### config.mk
export PLATFORM = sky130hd
export DESIGN_NAME = skinny_sbox8_cms1_subcells_ctrl
export DESIGN_NICKNAME = d
export VERILOG_FILES = /design/src/rtl/skinny_sbox8_cms1_subcells_ctrl.sv
export SDC_FILE = /design/constraint.sdc
export NUM_CORES = 1
export LEC_CHECK = 0
export ABC_AREA = 1
export BUFFER_PORTS_ARGS = -buffer_cell sky130_fd_sc_hd__clkbuf_2
export CORE_AREA = 2 2 238 240
export DETAILED_ROUTE_END_ITERATION = 12
export DIE_AREA = 0 0 240 242
export MAX_ROUTING_LAYER = met4
export REMOVE_ABC_BUFFERS = 1
export SLEW_MARGIN = 20
export SYNTH_ARGS = -nofsm -noshare
export SYNTH_HDL_FRONTEND = slang
export SYNTH_SLANG_ARGS = --single-unit
### constraint.sdc
create_clock -name clk -period 8.5 [get_ports clk]
set_clock_uncertainty 0.05 [all_clocks]
set_input_delay 1.275 -clock clk [delete_from_list [all_inputs] [get_ports clk]]
set_output_delay 1.275 -clock clk [all_outputs]
set_load 0.05 [all_outputs]
### src/rtl/skinny_sbox8_cms1_subcells_ctrl.sv
// ---------------------------------------------------------------------------
// skinny_sbox8_cms1_subcells_ctrl
//
// Byte-serial SubCells sequencer for the 2-share (CMS1) Skinny-128-384+
// datapath. A shared 128-bit state is latched, then each of its 16 cells is
// presented (one share per bus) to an external non-pipelined 8-bit CMS1
// S-box core for HOLD cycles. The core's shared outputs are written back
// into the same cell. Cell 0 (bits [127:120]) is processed first.
//
// Ports
//   clk, rst              clock (rising edge), asynchronous active-high reset
//   in_valid / in_ready   input handshake; in_ready is high only in IDLE
//   s0_i, s1_i            input state, share 0 / share 1
//   rnd_i / rnd_req       fresh 32-bit mask, requested in every RUN cycle
//   sb_si0, sb_si1        registered share bytes driven to the S-box core
//   sb_r                  mask to the S-box core (rnd_i in RUN, else 0)
//   sb_bo0, sb_bo1        shared S-box core outputs
//   out_valid / out_ready output handshake; out_valid is high in DONE
//   s0_o, s1_o            result shares (direct view of the share registers)
//   busy                  high while RUN
// ---------------------------------------------------------------------------
module skinny_sbox8_cms1_subcells_ctrl #(
    parameter int HOLD = 5,     // cycles per byte: 4 AND-register layers + 1 settle
    parameter int CNTW = 3      // hold counter width, 2**CNTW > HOLD-1
) (
    input  logic         clk,
    input  logic         rst,
    input  logic         in_valid,
    output logic         in_ready,
    input  logic [127:0] s0_i,
    input  logic [127:0] s1_i,
    input  logic [31:0]  rnd_i,
    output logic         rnd_req,
    output logic [7:0]   sb_si0,
    output logic [7:0]   sb_si1,
    output logic [31:0]  sb_r,
    input  logic [7:0]   sb_bo0,
    input  logic [7:0]   sb_bo1,
    output logic         out_valid,
    input  logic         out_ready,
    output logic [127:0] s0_o,
    output logic [127:0] s1_o,
    output logic         busy
);

    typedef enum logic [1:0] {
        ST_IDLE = 2'd0,
        ST_RUN  = 2'd1,
        ST_DONE = 2'd2
    } state_t;

    localparam logic [CNTW-1:0] CNT_LAST = CNTW'(HOLD - 1);

    state_t         state_q;
    logic [127:0]   s0_q;
    logic [127:0]   s1_q;
    logic [3:0]     idx_q;
    logic [CNTW-1:0] cnt_q;
    logic [7:0]     si0_q;
    logic [7:0]     si1_q;
    logic           in_ready_q;
    logic           out_valid_q;
    logic           busy_q;

    // Cell i lives at bit offset 8*(15-i); 15-i is simply ~i for a 4-bit index.
    logic [3:0] idx_nx;
    logic [6:0] cur_ofs;
    logic [6:0] nxt_ofs;

    assign idx_nx  = idx_q + 4'd1;
    assign cur_ofs = {~idx_q, 3'b000};
    assign nxt_ofs = {~idx_nx, 3'b000};

    always_ff @(posedge clk or posedge rst) begin
        if (rst) begin
            state_q     <= ST_IDLE;
            s0_q        <= '0;
            s1_q        <= '0;
            idx_q       <= '0;
            cnt_q       <= '0;
            si0_q       <= '0;
            si1_q       <= '0;
            in_ready_q  <= 1'b1;
            out_valid_q <= 1'b0;
            busy_q      <= 1'b0;
        end else begin
            unique case (state_q)
                ST_IDLE: begin
                    if (in_valid) begin
                        s0_q       <= s0_i;
                        s1_q       <= s1_i;
                        idx_q      <= '0;
                        cnt_q      <= '0;
                        // Present cell 0 already in the first RUN cycle.
                        si0_q      <= s0_i[127:120];
                        si1_q      <= s1_i[127:120];
                        in_ready_q <= 1'b0;
                        busy_q     <= 1'b1;
                        state_q    <= ST_RUN;
                    end
                end

                ST_RUN: begin
                    if (cnt_q == CNT_LAST) begin
                        // Shares stay on separate write paths and separate muxes.
                        s0_q[cur_ofs +: 8] <= sb_bo0;
                        s1_q[cur_ofs +: 8] <= sb_bo1;
                        cnt_q <= '0;
                        idx_q <= idx_nx;
                        if (idx_q == 4'd15) begin
                            // Byte buses keep their last value through DONE.
                            busy_q      <= 1'b0;
                            out_valid_q <= 1'b1;
                            state_q     <= ST_DONE;
                        end else begin
                            // Cell idx+1 has not been overwritten yet.
                            si0_q <= s0_q[nxt_ofs +: 8];
                            si1_q <= s1_q[nxt_ofs +: 8];
                        end
                    end else begin
                        cnt_q <= cnt_q + 1'b1;
                    end
                end

                ST_DONE: begin
                    if (out_ready) begin
                        // Return to IDLE with the S-box seeing constant zero shares.
                        si0_q       <= '0;
                        si1_q       <= '0;
                        out_valid_q <= 1'b0;
                        in_ready_q  <= 1'b1;
                        state_q     <= ST_IDLE;
                    end
                end

                default: begin
                    state_q     <= ST_IDLE;
                    in_ready_q  <= 1'b1;
                    out_valid_q <= 1'b0;
                    busy_q      <= 1'b0;
                end
            endcase
        end
    end

    assign in_ready  = in_ready_q;
    assign out_valid = out_valid_q;
    assign busy      = busy_q;
    assign rnd_req   = busy_q;
    assign sb_si0    = si0_q;
    assign sb_si1    = si1_q;
    // The mask is forwarded combinationally so the core gets it in the same cycle.
    assign sb_r      = busy_q ? rnd_i : 32'd0;
    assign s0_o      = s0_q;
    assign s1_o      = s1_q;

endmodule

# == Yosys cells after proc, flatten, opt, wreduce, memory -nomap -nowiden ==
# Cells that the tools add are included.
# word_totals
ff_bits,284
inputBits,308
out_inout_bits,308
elab_cells,82
# op_classes
addsub,3
n_eq_ne,9
shift,5
muxes,40
n_bitwise,5
n_reduce_logical,10
# op_table
op,count
128-bit 2-to-1 mux,4
128-bit one-hot mux with 2 select lines,2
128-bit bitwise mux,2
128-bit by 8-bit indexed part select with 8-bit output,2
8-bit by 9-bit indexed part select with 128-bit output,2
"8-bit by 9-bit variable shift with 128-bit output, first input constant",1
8-bit 2-to-1 mux,7
8-bit one-hot mux with 3 select lines,2
32-bit 2-to-1 mux,1
4-bit AND reduction,3
"2-bit != test, second input constant",5
7-bit negator with 9-bit output,1
1-bit one-hot mux with 3 select lines,3
1-bit 2-to-1 mux,8
2-bit 2-to-1 mux,4
4-bit 2-to-1 mux,2
4-bit inverter,2
4-bit one-hot mux with 2 select lines,1
3-bit 2-to-1 mux,2
2-bit one-hot mux with 3 select lines,1
3-bit one-hot mux with 2 select lines,1
3-bit AND reduction,2
5-bit AND reduction,1
"4-bit by 1-bit adder with 4-bit output, second input constant",1
10 further kinds,12

# == Longest topological paths before layout ==
# logic_depth
ltp_word,6
depth_mapped,14
ltp_nobuf,11

# == Worst setup path before layout ==
# Ideal clock, no wire load.
# synth_path
path_kind,input-to-output
start,in rnd_i[10]
end,out sb_r[10]
t_arrival_ns,1.632
setup_slack_ns,5.543
path_stages,2
path_buffers,0
path_cell_list,nand2_1 -> inv_1
# synth_via
elab_chain_len,1
# synth_lines
item,line_no,rtl
"start, declared",32,"input logic [31:0] rnd_i,"
32-bit 2-to-1 mux,153,assign sb_r = busy_q ? rnd_i : 32'd0;
"end, declared",36,"output logic [31:0] sb_r,"
# Every way passes these cells.

# == Worst setup path in the final report ==
# layout_path
start,reg idx_q[0]
end,"reg s0_q[113], in the netlist s0_o[113]"
# layout_via
elab_chain_len,6
# layout_lines
item,line_no,rtl
"start, declared",57,logic [3:0] idx_q;
"start signal, assigned",109,idx_q <= idx_nx;
4-bit inverter (*),71,"assign cur_ofs = {~idx_q, 3'b000};"
7-bit negator with 9-bit output (*),106,s0_q[cur_ofs +: 8] <= sb_bo0;
8-bit by 9-bit indexed part select with 128-bit output / 8-bit by 9-bit variable shift with 128-bit output (equally long branches),106,
128-bit bitwise mux (*),106,
128-bit 2-to-1 mux (*),104,if (cnt_q == CNT_LAST) begin
128-bit one-hot mux with 2 select lines (*),87,unique case (state_q)
"end signal, assigned",90,s0_q <= s0_i;
"end signal, assigned by index",106,
"end, declared",55,logic [127:0] s0_q;
# Every way passes the cells marked *; elsewhere a longest branch is shown, timed or not. The select of a mux whose other input is x is not followed.
# A chain may end at the register's enable or synchronous reset.

==> impl_metrics.toml <==
[clock_network]
htree_levels = 2
ctsHoldBuffers = 0
cts_num_sinks = 284
cts_resized = 0
cts_buffers = 37
cts_buffer_depth = 3
cts_setup_buffers = 0
cts_tree = "built"
clock-root-buffer = "clkbuf_16"
clk_latency_ps = 550
path_clk_slew_ps = 60

[timing]
timing.fmax_ghz = 0.187
setup_viol = 0
finalMaxSlewViolations = 0
post-route-period-util_pct = 63.1
hold_viol = 0
worstMarginPinSlew_ps = 1110
min_period_ps = 5360
slew_headroom_pct = 25.7
fin_setup_tns_ps = 0
fin_ws_ps = 3140
rsz0062_at_grt = "false"

[drt]
vias_per_cell = 5.04
first_iter_violations = 1934
drtAntennaViolNets = 0
drtPass1Iterations = 5
drc = 0
drt_wl_total_mm = 91.6
wire_per_inst_um = 22.8
via_count = 20225

[layout]
area_delta_synth_final_pct = 26.5
final_area_mm2 = 0.0224
drive_gt1_share_pct = 23.0
layout.cells.non_filler = 4014
nets = 3537

[grt]
antenna_found_initial = 10
grt_pass1_wl_mm = 131
gr-total-overflow = 0
track_usage_pct = 31.6
grt_max_degree = 130
grt_pass1_vias = 19056

[logic_synthesis]
synth_area_leader_cell = "dfrtp_1"
synth_top_area_share_pct = 40.0
seq_area_frac_synth_pct = 40.2
synth.distinct_cells = 28
ys_ff_latch = 284
syn_area_per_cell_um2 = 6.50
syn_inst = 2719
yosysWarnings = 0
synth.area.top_cells = "dfrtp_1, nand2_1, o21ai_0, inv_1, nand3_1"
synth_area_mm2 = 0.0177

[power_and_ir_drop]
power.total_w = 0.0109
peakVddDrop_mv = 0.259
cellLeakagePower_nw = 12.0
powerDensity_mw_per_mm2 = 486

[status]
outcome = "finished, final reports clean"

[setup_path]
startpoint_type = "register"
cp_max_fo = 64
worstPathArrival_ps = 5710
crit_type = "register to register"
crit_required_ps = 8850
cp-end-kind = "register"

[run]
max_cap_viol_count = 0

[placement]
dpl.cell_count = 3937
port_buffers = 615
place_ws_ps = 3150
gp_congestion = 0.952
place_area_mm2 = 0.0211
dp_hpwl_mm = 68.0

[floorplan]
die_x_um = 240
fp.dieH_um = 242
rows = 87
ios = 616
coreArea_mm2 = 0.0557
initial_core_util_pct = 31.7
die_area_mm2 = 0.0581

[worst_hold_path]
hold_class = "register to register"
==> critical path, stage by stage, from the launching register on <==
cell and delay, ps:
dfrtp_4 740, inv_4 400, ha_4 840, clkinv_2 900, nor2_1 510, nand2_1 110, nor2_2 690, nor2_1 160
nor2_4 520, o21ai_0 180
==> worst paths after layout <==
check / startpoint / endpoint / slack (ps) / cells after the start
min: out_valid$_DFFE_PP0P_ / out_valid$_DFFE_PP0P_ / 440 / 2
max reg2reg: idx_q[0]$_DFFE_PP0P_ / s0_o[113]$_DFFE_PP0P_ / 3140 / 9
min in group asynchronous: rst / s1_o[109]$_DFFE_PP0P_ / 740 / 2
max: idx_q[0]$_DFFE_PP0P_ / s0_o[113]$_DFFE_PP0P_ / 3140 / 9
max in group asynchronous: rst / s0_o[54]$_DFFE_PP0P_ / 6160 / 3
min reg2reg: out_valid$_DFFE_PP0P_ / out_valid$_DFFE_PP0P_ / 440 / 2
==> power by group <==
part           switching, W  internal (W)  total (W)
Sequential         0.000378       0.00188    0.00226
Clock              0.000679      0.000975    0.00165
Combinational       0.00550       0.00147    0.00697
Total               0.00656       0.00432     0.0109
==> flip-flops by register name (all words and copies together) (netlist names) <==
signal	count
state_q	2
out_valid	1
busy	1
in_ready	1
sb_si1	8
idx_q	4
cnt_q	3
s0_o	128
sb_si0	8
s1_o	128
==> metrics by stage <==
stage	util (%)	hold slack, ps
2_1_floorplan	-	469
3_3_place_gp	37.9	423
3_5_place_dp	37.9	427
4_1_cts	40.1	442
5_1_grt	40.2	485
6_report	40.2	443
==> cells by family (layout without fill, tap and decap cells) <==
group,Yosys count,in the layout,synth area share (%)
and+or+nand+nor,1420,1420,32.6
buffers and inverters,517,1046,12.0
AOI/OAI and AO/OA,489,489,14.6
DFF,284,284,40.2
adders and majority gates,9,9,0.637
other,0,10,0
==> cell usage after synthesis <==
cell type  number
nor3_1         33
o21a_1         17
o21ai_1        38
dfrtp_1       283
nand2_1      1084
a21oi_1        51
nor2_2         13
o22ai_1         3
nor2_1         43
and3_1          1
buf_2          62
buf_1          16
nand4_1         2
nor2_4          3
a21oi_4         7
ha_1            9
buf_6           3
a21oi_2         3
inv_1         339
nand2_4         3
clkbuf_2        2
dfstp_2         1
o21ai_0       370
buf_4          20
inv_2           5
nand2_2         8
clkbuf_1       70
nand3_1       230
==> placed cells by master (no fill, tap or decap), types with 12 or more instances in the layout <==
master / netlist / routed
nor3_1: 33 / 33
nor2_2: 13 / 12
clkbuf_16: 0 / 39
o21ai_1: 38 / 38
a21oi_1: 51 / 51
o21a_1: 17 / 17
nand2_1: 1084 / 1083
nor2_1: 43 / 42
dfrtp_1: 283 / 281
o21ai_0: 370 / 370
inv_1: 339 / 337
nand3_1: 230 / 230
buf_4: 20 / 19
clkbuf_2: 2 / 615
==> cell type report <==
type | count | area [um^2]
diodes | 10 | 25.0
clock buffers | 50 | 1070
clock inverters | 17 | 175
fillers | 6274 | 33400
inverters | 344 | 1310
multi-input cells | 1918 | 8510
flip-flops and latches | 284 | 7110
well taps | 756 | 946
repair buffers | 635 | 3240
==> metal layers <==
metal	track usage, %	up-vias	wire length, um
met5	-	-	0
met4	10.3	0	3240
met3	6.20	155	7980
met2	45.5	1002	39200
met1	44.1	9558	41200
li1	-	9510	-
No activity file was read; power rests on OpenSTA's default activity.
